<file path="config.mk">
export PLATFORM = sky130hd
export DESIGN_NAME = bit_brick_core
export DESIGN_NICKNAME = d
export VERILOG_FILES = /design/src/rtl/bitfusion_pkg.sv /design/src/rtl/bit_brick_pp.sv /design/src/rtl/bit_brick_core.sv
export SDC_FILE = /design/constraint.sdc
export NUM_CORES = 1
export LEC_CHECK = 0
export BUFFER_PORTS_ARGS = -buffer_cell sky130_fd_sc_hd__buf_4
export CAP_MARGIN = 20
export CORE_AREA = 2 2 39 41
export DETAILED_ROUTE_END_ITERATION = 8
export DIE_AREA = 0 0 41 43
export MAX_ROUTING_LAYER = met4
export PLACE_DENSITY = 0.56
export SLEW_MARGIN = 0
export SYNTH_ARGS = -nofsm -noshare
export SYNTH_HDL_FRONTEND = slang
export SYNTH_SLANG_ARGS = --single-unit
export TNS_END_PERCENT = 10
</file>
<file path="constraint.sdc">
create_clock -name clk -period 1.25 [get_ports clk]
set_clock_uncertainty 0.1 [all_clocks]
set_input_delay 0.125 -clock clk [delete_from_list [all_inputs] [get_ports clk]]
set_output_delay 0.125 -clock clk [all_outputs]
set_load 0.005 [all_outputs]
</file>
<file path="src/rtl/bitfusion_pkg.sv">
// Shared types and widths for the BitFusion bit-brick multiplier slice.
package bitfusion_pkg;

  localparam int BRICK_W = 2;
  localparam int PROD_W  = 6;

  typedef logic [BRICK_W-1:0]        brick_op_t;
  typedef logic signed [PROD_W-1:0]  brick_prod_t;

endpackage

</file>
<file path="src/rtl/bit_brick_pp.sv">
// Combinational core: per-operand sign extension followed by a signed 3x3 multiply.
module bit_brick_pp
  import bitfusion_pkg::*;
(
  input  brick_op_t   x,
  input  brick_op_t   y,
  input  logic        sx,
  input  logic        sy,
  output brick_prod_t p
);

  logic [2:0] xe;
  logic [2:0] ye;

  always_comb begin
    xe = sx ? {x[1], x} : {1'b0, x};
    ye = sy ? {y[1], y} : {1'b0, y};
    // Both operands are widened to the product width, so the modulo-64 product is exact.
    p  = $signed({{3{xe[2]}}, xe}) * $signed({{3{ye[2]}}, ye});
  end

endmodule

</file>
<file path="src/rtl/bit_brick_core.sv">
// 2x2-bit signed/unsigned bit brick with an optional output register.
module bit_brick_core
  import bitfusion_pkg::*;
#(
  parameter bit OUT_REG = 1'b1
) (
  input  logic        clk,
  input  logic        nRST,
  input  brick_op_t   x,
  input  brick_op_t   y,
  input  logic        sx,
  input  logic        sy,
  output brick_prod_t product
);

  brick_prod_t p_d;

  bit_brick_pp u_pp (
    .x  (x),
    .y  (y),
    .sx (sx),
    .sy (sy),
    .p  (p_d)
  );

  generate
    if (OUT_REG) begin : g_reg
      brick_prod_t product_q;

      // nRST is active-high despite its name.
      always_ff @(posedge clk or posedge nRST) begin
        if (nRST) product_q <= '0;
        else      product_q <= p_d;
      end

      assign product = product_q;
    end else begin : g_bypass
      assign product = p_d;
    end
  endgenerate

endmodule

</file>
==> run_results.csv, run 1 <==
group,metric,value,unit
floorplan,floorplan.die_area,1760,µm²
worst_setup_path,critical-path-slowest-cell,"fa_1",
detailed_routing,ant_nets,0,
pwr,power.share.sequential,38.0,%
pwr,pwr-share-clk,28.4,%
yosys,netlist_cell_types,14,
detailed_routing,drt_initial_violations,0,
timing,setup_ws,-0.931,ns
clock_network,cts_setup_buffers,0,
placement,dp.final_hpwl,655,µm
yosys,yosys.area_share.simple,13.9,%
finish,num_antenna_cells,0,
floorplan,die-height,43,µm
worst_hold_path,holdCritStartpoint,"y[0]",
global_route,antenna_found_initial,0,
yosys,synth.yosys.seq_area_share,36.3,%
yosys,synth_adder_area_share,32.6,%
timing,finalMaxSlewViolations,0,
pwr,power_frac_comb,33.7,%
worst_setup_path,crit_start,"sy",
pwr,p_int,0.000461,W
floorplan,floorplan.io_pins,14,
flow_run,cap_violations,0,
floorplan,floorplan.initialDensity,29.9,%
yosys,synth_compound_area_share,3.32,%
worst_setup_path,type_of_origin_of_the_critical_path,"primary input",
clock_network,cts_root_buffer,"clkbuf_4",
timing,worst_pin_slew,0.218,ns
worst_setup_path,worst-setup-path-type,"in -> reg",
finish,layout.nets,83,
finish,ratio_of_cells_with_drive_above_1_in_the_final_layout,51.6,%
timing,hold-worst-slack,0.0943,ns
worst_setup_path,critical_path_required,1.26,ns
finish,syn_to_final_growth,69.2,%
pwr,power.total,0.000614,W
outcome,run_status,"finished, violations left",
timing,report.final.hold_viol_count,0,
global_route,grt-ovfl-total,0,
global_route,grt_max_degree,7,
timing,setup_viol,4,
yosys,synth.cell_area,414,µm²
yosys,yosys_register_bits,6,
global_route,grt_first_pass_wirelength,1350,µm
placement,routabilityCongestion,0.688,
worst_setup_path,path_cells,"buf_8 > nand2_8 > or2_1 > fa_1 > inv_2 > ha_4 > a31o_1 > ha_2 > fa_2 > xnor2_2 > xnor2_1",
timing,timing.setup.tns,-2.33,ns
clock_network,tritoncts_clock_tree,"yes",
clock_network,clock_tree.buffer_depth,2,
yosys,syn_area_per_cell,11.2,µm²
pwr,power.static_leakage,0.371,nW
worst_setup_path,critPathBufInv,2,
floorplan,dieWidth,41,µm
pwr,ir_drop,0.353,mV
detailed_routing,wl_per_cell,9.34,µm
placement,port_buffers,13,
clock_network,clock_sink_count,6,
detailed_routing,drc_errors,0,
outcome,violations,"setup timing",
worst_setup_path,timing.critical_path.to_type,"register",
global_route,grt_pass1_vias,372,
detailed_routing,routed-via-count,343,
timing,max-slew-margin-rel,85.4,%
pwr,power.share.switching,24.9,%
yosys,muxShareOfSynthArea,0,%
worst_setup_path,critical-path-top-delay-family,"adder cells",
yosys,synthesis.instances,37,
timing,final_period_minus_worst_setup_slack,2.18,ns
finish,final_util,50.6,%
yosys,synth_top_family_by_area,"adder cells",
timing,max_clock_freq,459,MHz
global_route,grt_use_total,11.7,%
yosys,synth_xor_xnor_area_share,8.46,%
yosys,synth_fp_nets,54,
worst_setup_path,max_stage_delay,0.50,ns
finish,final_design_area_no_fill,701,µm²
detailed_routing,drt_pre_antenna_iters,1,
finish,flip_flop_count_of_the_largest_register_after_layout,6,
worst_setup_path,crit_arrival,2.19,ns
pwr,pwr_density_cell,876,nW/µm²
clock_network,cts.htree.levels,1,
timing,post-route-period-util,174,%
floorplan,core_area,1380,µm²
placement,post_place_cell_area,646,µm²
pwr,power.net_switching,0.000153,W
worst_setup_path,crit_path_max_fanout,3,
clock_network,worst_setup_hold_path_clk_slew,0.05,ns
detailed_routing,detail_route.vias_per_cell,4.29,
detailed_routing,wirelength,747,µm
floorplan,std_cell_rows,14,
timing,rsz0062_at_grt,"yes",
worst_hold_path,worst_hold_path_class,"in -> reg",
yosys,ys_warn_count,0,
clock_network,numCtsBuffers,3,
[worst paths after layout]
check,to,slack [ns],depth (start not counted)
worst max-delay path,product[5],-0.93,11
worst min-delay path,product[0],0.09,3
max in group asynchronous,product[3],0.61,3
min in group asynchronous,product[1],0.25,3
[cell type report]
type,instances,area [µm²]
inverters,6,22.5
well taps,16,20.0
flip-flops and latches,6,150
multi-input cells,25,288
clock buffers,3,22.5
repair buffers,24,198
fillers,141,683
[placed cells by master (no fill, tap or decap), drive strengths merged, types with 2 or more instances in the layout]
cell type  count
or2            2
clkbuf         3
fa             3
dfrtp          6
ha             6
nand2          2
xnor2          3
buf           23
and2           3
nand3          2
inv            6
[metal layers]
metal  vias up  GRT usage, %  part of all wire [%]
li1        171             -                     -
met1       159          11.5                    40
met2        11          19.7                    53
met3         2          3.14                   6.4
met4         0          6.00                  0.80
met5         -             -                     0
[power groups by stage]
stage	Sequential (W)	Combinational (W)	Clock, W
after global placement	0.000234	0.000195	0
after global routing	0.000236	0.000239	0.000191
after detailed placement	0.000236	0.000197	0
final	0.000233	0.000207	0.000174
after floorplan	0.000240	0.0000768	0
after CTS	0.000233	0.000206	0.000184
[stage by stage]
step           instances  setup slack [ns]
3_3_place_gp          76             -1.20
3_5_place_dp          76             -1.22
2_1_floorplan         37             -1.04
5_1_grt               80             -1.00
6_report              80            -0.931
4_1_cts               80            -0.938
[timing repair]
| item | 4_1_cts | 5_1_grt |
|---|---|---|
| hold endpoints to repair | 6 | 0 |
| endpoints found under the setup margin | 4 | 4 |
| gates resized for setup | 4 | 1 |
| pin swaps | 0 | 1 |
| hold buffers | 1 | 0 |
[synthesized netlist by cell type (all sizes together)]
library cell	n	area (µm²)
a21oi	1	5.00
dfrtp	6	150
inv	6	22.5
ha	6	75.1
a31o	1	8.76
fa	3	60.1
and2	3	18.8
nand2	2	10.0
nor2b	1	6.26
xor2	1	8.76
nand3	2	10.0
or2	2	12.5
xnor2	3	26.3
[logic make-up after synthesis]
kind of cell             Yosys count
XOR/XNOR                           4
AO/OA/AOI/OAI                      2
adder cells (fa/ha/maj)            9
flip-flops                         6
buffers and inverters              6
AND/OR/NAND/NOR                   10
(Power assumes the default switching activity.)
==> run 2: changes to the inputs <==
--- a/config.mk
+++ b/config.mk
@@ -11,9 +11,8 @@
 export DETAILED_ROUTE_END_ITERATION = 8
 export DIE_AREA = 0 0 41 43
 export MAX_ROUTING_LAYER = met4
-export PLACE_DENSITY = 0.56
+export PLACE_DENSITY = 0.58
 export SLEW_MARGIN = 0
 export SYNTH_ARGS = -nofsm -noshare
 export SYNTH_HDL_FRONTEND = slang
 export SYNTH_SLANG_ARGS = --single-unit
-export TNS_END_PERCENT = 10
==> constraint.sdc (replaced) <==
create_clock -name clk -period 1.8 [get_ports clk]
set_clock_uncertainty 0.1 [all_clocks]
set_input_delay 0.36 -clock clk [delete_from_list [all_inputs] [get_ports clk]]
set_output_delay 0.36 -clock clk [all_outputs]
set_load 0.005 [all_outputs]
==> run_results.csv, run 2 (synthesized netlist as in run 1, its figures left out) <==
group,metric,value,unit
outcome,violations,"setup timing",
pwr,pwr-share-clk,27.2,%
detailed_routing,drt_initial_violations,1,
clock_network,cts_root_buffer,"clkbuf_4",
timing,hold-worst-slack,0.265,ns
worst_hold_path,worst_hold_path_class,"in -> reg",
finish,layout.nets,84,
finish,syn_to_final_growth,71.9,%
finish,final_util,51.4,%
detailed_routing,wl_per_cell,9.15,µm
worst_setup_path,crit_arrival,2.43,ns
global_route,grt_use_total,11.2,%
floorplan,die-height,43,µm
detailed_routing,routed-via-count,360,
worst_setup_path,critical_path_required,1.82,ns
finish,mostFrequentLayoutCells,"21 x buf_4, 6 x dfrtp_1, 5 x inv_1",
detailed_routing,wirelength,741,µm
flow_run,cap_violations,0,
finish,multi_input_logic_area,288,µm²
timing,max-slew-margin-rel,85.9,%
placement,worst_slack_placed,-0.913,ns
worst_setup_path,timing.critical_path.to_type,"register",
detailed_routing,detail_route.vias_per_cell,4.44,
outcome,run_status,"finished, violations left",
timing,finalMaxSlewViolations,0,
pwr,power.static_leakage,0.376,nW
detailed_routing,ant_nets,0,
floorplan,floorplan.die_area,1760,µm²
timing,max_clock_freq,414,MHz
detailed_routing,drt_pre_antenna_iters,2,
timing,setup_ws,-0.614,ns
pwr,power.net_switching,0.000104,W
detailed_routing,drc_errors,0,
placement,port_buffers,13,
finish,n_fill_cell,135,
worst_setup_path,worst-setup-path-type,"in -> reg",
timing,worst_pin_slew,0.212,ns
worst_setup_path,critical-path-slowest-cell,"fa_1",
clock_network,worst_setup_hold_path_clk_slew,0.04,ns
timing,report.final.hold_viol_count,0,
global_route,grt-ovfl-total,0,
worst_setup_path,critical-path-top-delay-family,"adder cells",
floorplan,floorplan.io_pins,14,
placement,dp.final_hpwl,624,µm
clock_network,cts.htree.levels,1,
pwr,power_frac_comb,35.4,%
floorplan,dieWidth,41,µm
timing,rsz0062_at_grt,"yes",
clock_network,tritoncts_clock_tree,"yes",
pwr,pwr_density_cell,605,nW/µm²
timing,final_period_minus_worst_setup_slack,2.41,ns
finish,num_antenna_cells,0,
global_route,grt_max_degree,7,
clock_network,clock_sink_count,6,
worst_setup_path,crit_path_max_fanout,2,
finish,flip_flop_count_of_the_largest_register_after_layout,6,
clock_network,numCtsBuffers,3,
timing,timing.setup.tns,-1.19,ns
pwr,p_int,0.000327,W
timing,post-route-period-util,134,%
global_route,grt_pass1_vias,351,
pwr,power.share.sequential,37.4,%
worst_setup_path,type_of_origin_of_the_critical_path,"primary input",
worst_setup_path,critPathBufInv,2,
global_route,grt_first_pass_wirelength,1260,µm
global_route,antenna_found_initial,0,
timing,setup_viol,3,
placement,routabilityCongestion,0.679,
floorplan,std_cell_rows,14,
finish,ff_latch_area,150,µm²
pwr,power.share.switching,24.1,%
pwr,ir_drop,0.196,mV
worst_setup_path,path_cells,"buf_8 > nand2_8 > or2_1 > fa_1 > inv_2 > ha_4 > a31o_1 > ha_2 > fa_2 > xnor2_2 > xnor2_1",
floorplan,floorplan.initialDensity,29.9,%
floorplan,core_area,1380,µm²
finish,mostFrequentLayoutCell,"buf_4",
clock_network,clock_tree.buffer_depth,2,
finish,ratio_of_cells_with_drive_above_1_in_the_final_layout,52.3,%
worst_setup_path,max_stage_delay,0.50,ns
run 2: cell types whose count changed in the layout (fill, tap and decap cells not counted):
cell and delta:
buf_6 +1
run 2: what timing repair did:
action | 4_1_cts | 5_1_grt
gates cloned | 0 | 0
setup buffers | 1 | 2
pin swaps | 0 | 1
hold buffers | 1 | 0
resized for setup | 4 | 2
hold endpoints to repair | 6 | 0
setup endpoints to repair | 3 | 3
run 2: area by class of cell:
type,count,area share (%)
sequential,6,21.1
clock buffer,3,3.16
timing repair buffer,25,29.3
multi-input combinational,25,40.4
tap,16,2.81
inverter,6,3.16
run 2: routing by layer:
layer	vias to the layer above	global-route usage, %	routed length (µm)
met5	-	-	0
met4	0	10.0	13
met3	2	1.57	53
met2	12	17.5	406
met1	174	11.3	267
li1	172	-	-
run 2: worst paths after layout:
check	from	end	depth (start not counted)
worst max-delay path	sy	product[5]	11
worst min-delay path	y[0]	product[0]	2
max in group asynchronous	nRST	product[5]	3
min in group asynchronous	nRST	product[4]	3
run 2: power by group through the flow:
| stage | combinational [W] | sequential (W) | clock [W] |
|---|---|---|---|
| after floorplan | 0.0000534 | 0.000166 | 0 |
| after global placement | 0.000131 | 0.000163 | 0 |
| after detailed placement | 0.000134 | 0.000164 | 0 |
| after CTS | 0.000141 | 0.000162 | 0.000126 |
| after global routing | 0.000171 | 0.000164 | 0.000135 |
| final | 0.000152 | 0.000161 | 0.000117 |
run 2: metrics by stage:
step / cells / area (µm²) / power [W]
floorplan: 37 / 453 / 0.000220
global placement: 74 / 631 / 0.000294
detailed placement: 74 / 631 / 0.000297
CTS: 79 / 686 / 0.000429
global route: 81 / 712 / 0.000470
finish: 81 / 712 / 0.000431
==> run 3: changes to the inputs <==
--- a/config.mk
+++ b/config.mk
@@ -7,9 +7,9 @@
 export LEC_CHECK = 0
 export BUFFER_PORTS_ARGS = -buffer_cell sky130_fd_sc_hd__buf_4
 export CAP_MARGIN = 20
-export CORE_AREA = 2 2 39 41
+export CORE_AREA = 5 5 42 44
 export DETAILED_ROUTE_END_ITERATION = 8
-export DIE_AREA = 0 0 41 43
+export DIE_AREA = 0 0 47 49
 export MAX_ROUTING_LAYER = met4
 export PLACE_DENSITY = 0.58
 export SLEW_MARGIN = 0
==> run_results.csv, run 3 (synthesized netlist as in run 1, its figures left out) <==
group,metric,value,unit
clock_network,cts_root_buffer,"clkbuf_4",
clock_network,clock_sink_count,6,
detailed_routing,routed-via-count,331,
worst_setup_path,timing.critical_path.to_type,"register",
detailed_routing,drt_initial_violations,3,
detailed_routing,drt_pre_antenna_iters,2,
pwr,power.static_leakage,0.370,nW
pwr,ir_drop,0.149,mV
detailed_routing,wl_per_cell,9.76,µm
floorplan,core_area,1400,µm²
global_route,grt_max_degree,7,
clock_network,worst_setup_hold_path_clk_slew,0.04,ns
placement,port_buffers,13,
global_route,grt_pass1_vias,306,
timing,max-slew-margin-rel,86.0,%
global_route,grt_first_pass_wirelength,1190,µm
outcome,violations,"setup timing",
worst_setup_path,critical_path_required,1.83,ns
finish,mostFrequentLayoutCells,"21 x buf_4, 6 x dfrtp_1, 5 x inv_1",
timing,setup_viol,3,
floorplan,floorplan.initialDensity,29.6,%
global_route,grt-ovfl-total,0,
finish,mostFrequentLayoutCell,"buf_4",
timing,max_clock_freq,413,MHz
floorplan,dieWidth,47,µm
finish,layout.nets,83,
worst_hold_path,worst_hold_path_class,"in -> reg",
finish,num_antenna_cells,0,
worst_setup_path,crit_path_max_fanout,3,
timing,timing.setup.tns,-1.21,ns
timing,rsz0062_at_grt,"yes",
global_route,antenna_found_initial,0,
global_route,grt_use_total,8.28,%
timing,finalMaxSlewViolations,0,
placement,routabilityCongestion,0.731,
timing,worst_pin_slew,0.210,ns
finish,final_util,50.0,%
worst_setup_path,worst-setup-path-type,"in -> reg",
clock_network,tritoncts_clock_tree,"yes",
clock_network,clock_tree.buffer_depth,2,
worst_setup_path,crit_arrival,2.45,ns
worst_setup_path,type_of_origin_of_the_critical_path,"primary input",
finish,ratio_of_cells_with_drive_above_1_in_the_final_layout,51.6,%
pwr,pwr_density_cell,605,nW/µm²
pwr,power.total,0.000424,W
floorplan,std_cell_rows,14,
finish,flip_flop_count_of_the_largest_register_after_layout,6,
flow_run,cap_violations,0,
timing,post-route-period-util,135,%
outcome,run_status,"finished, violations left",
clock_network,numCtsBuffers,3,
timing,final_period_minus_worst_setup_slack,2.42,ns
floorplan,floorplan.io_pins,14,
detailed_routing,ant_nets,0,
floorplan,floorplan.die_area,2300,µm²
finish,syn_to_final_growth,69.2,%
timing,setup_ws,-0.624,ns
detailed_routing,wirelength,781,µm
placement,dp.final_hpwl,690,µm
floorplan,die-height,49,µm
clock_network,cts.htree.levels,1,
timing,report.final.hold_viol_count,0,
detailed_routing,drc_errors,0,
detailed_routing,detail_route.vias_per_cell,4.14,
[run 3: metal layers]
layer	up-vias	track usage (%)	wire length [µm]
met1	143	7.17	285
met4	0	11.1	35
li1	170	-	-
met3	4	1.11	65
met5	-	-	0
met2	14	12.4	394
[run 3: what timing repair did]
action,4_1_cts,5_1_grt
buffers inserted,1,0
pin swaps,0,1
setup endpoints to repair,3,4
gates resized for setup,4,1
hold buffers,1,0
hold endpoints to repair,6,0
[run 3: stage by stage]
step	area (µm²)	hold slack [ns]	std cells	worst slack (ns)
2_1_floorplan	453	0.0510	37	-0.726
3_3_place_gp	646	0.183	76	-0.890
3_5_place_dp	646	0.189	76	-0.922
4_1_cts	701	0.328	81	-0.622
5_1_grt	701	0.354	80	-0.696
6_report	701	0.338	80	-0.624
[run 3: final timing paths]
check,startpoint,endpoint,cells after the start
max,sy,product[5],11
min,y[0],product[0],3
max in group asynchronous,nRST,product[2],3
min in group asynchronous,nRST,product[3],3
[run 3: area by class of cell]
cell class / instances / area [µm²]
clock buffer: 3 / 22.5
sequential: 6 / 150
timing repair buffer: 24 / 198
tap: 16 / 20.0
multi-input combinational: 25 / 288
inverter: 6 / 22.5
fill: 147 / 701
[run 3: worst max-delay path, cell delays in order]
cell and delay [ns]:
buf_8 0.09, nand2_8 0.04, or2_1 0.23, fa_1 0.50
inv_2 0.05, ha_4 0.21, a31o_1 0.18, ha_2 0.18
fa_2 0.35, xnor2_2 0.14, xnor2_1 0.12
[run 3: power by group]
| part | internal (W) | switching, W | total [W] | leakage (nW) |
|---|---|---|---|---|
| Combinational | 0.0000893 | 0.0000546 | 0.000144 | 0.282 |
| Clock | 0.0000751 | 0.0000444 | 0.000120 | 0.0138 |
| Sequential | 0.000156 | 0.00000485 | 0.000161 | 0.0740 |
| Total | 0.000320 | 0.000104 | 0.000424 | 0.370 |
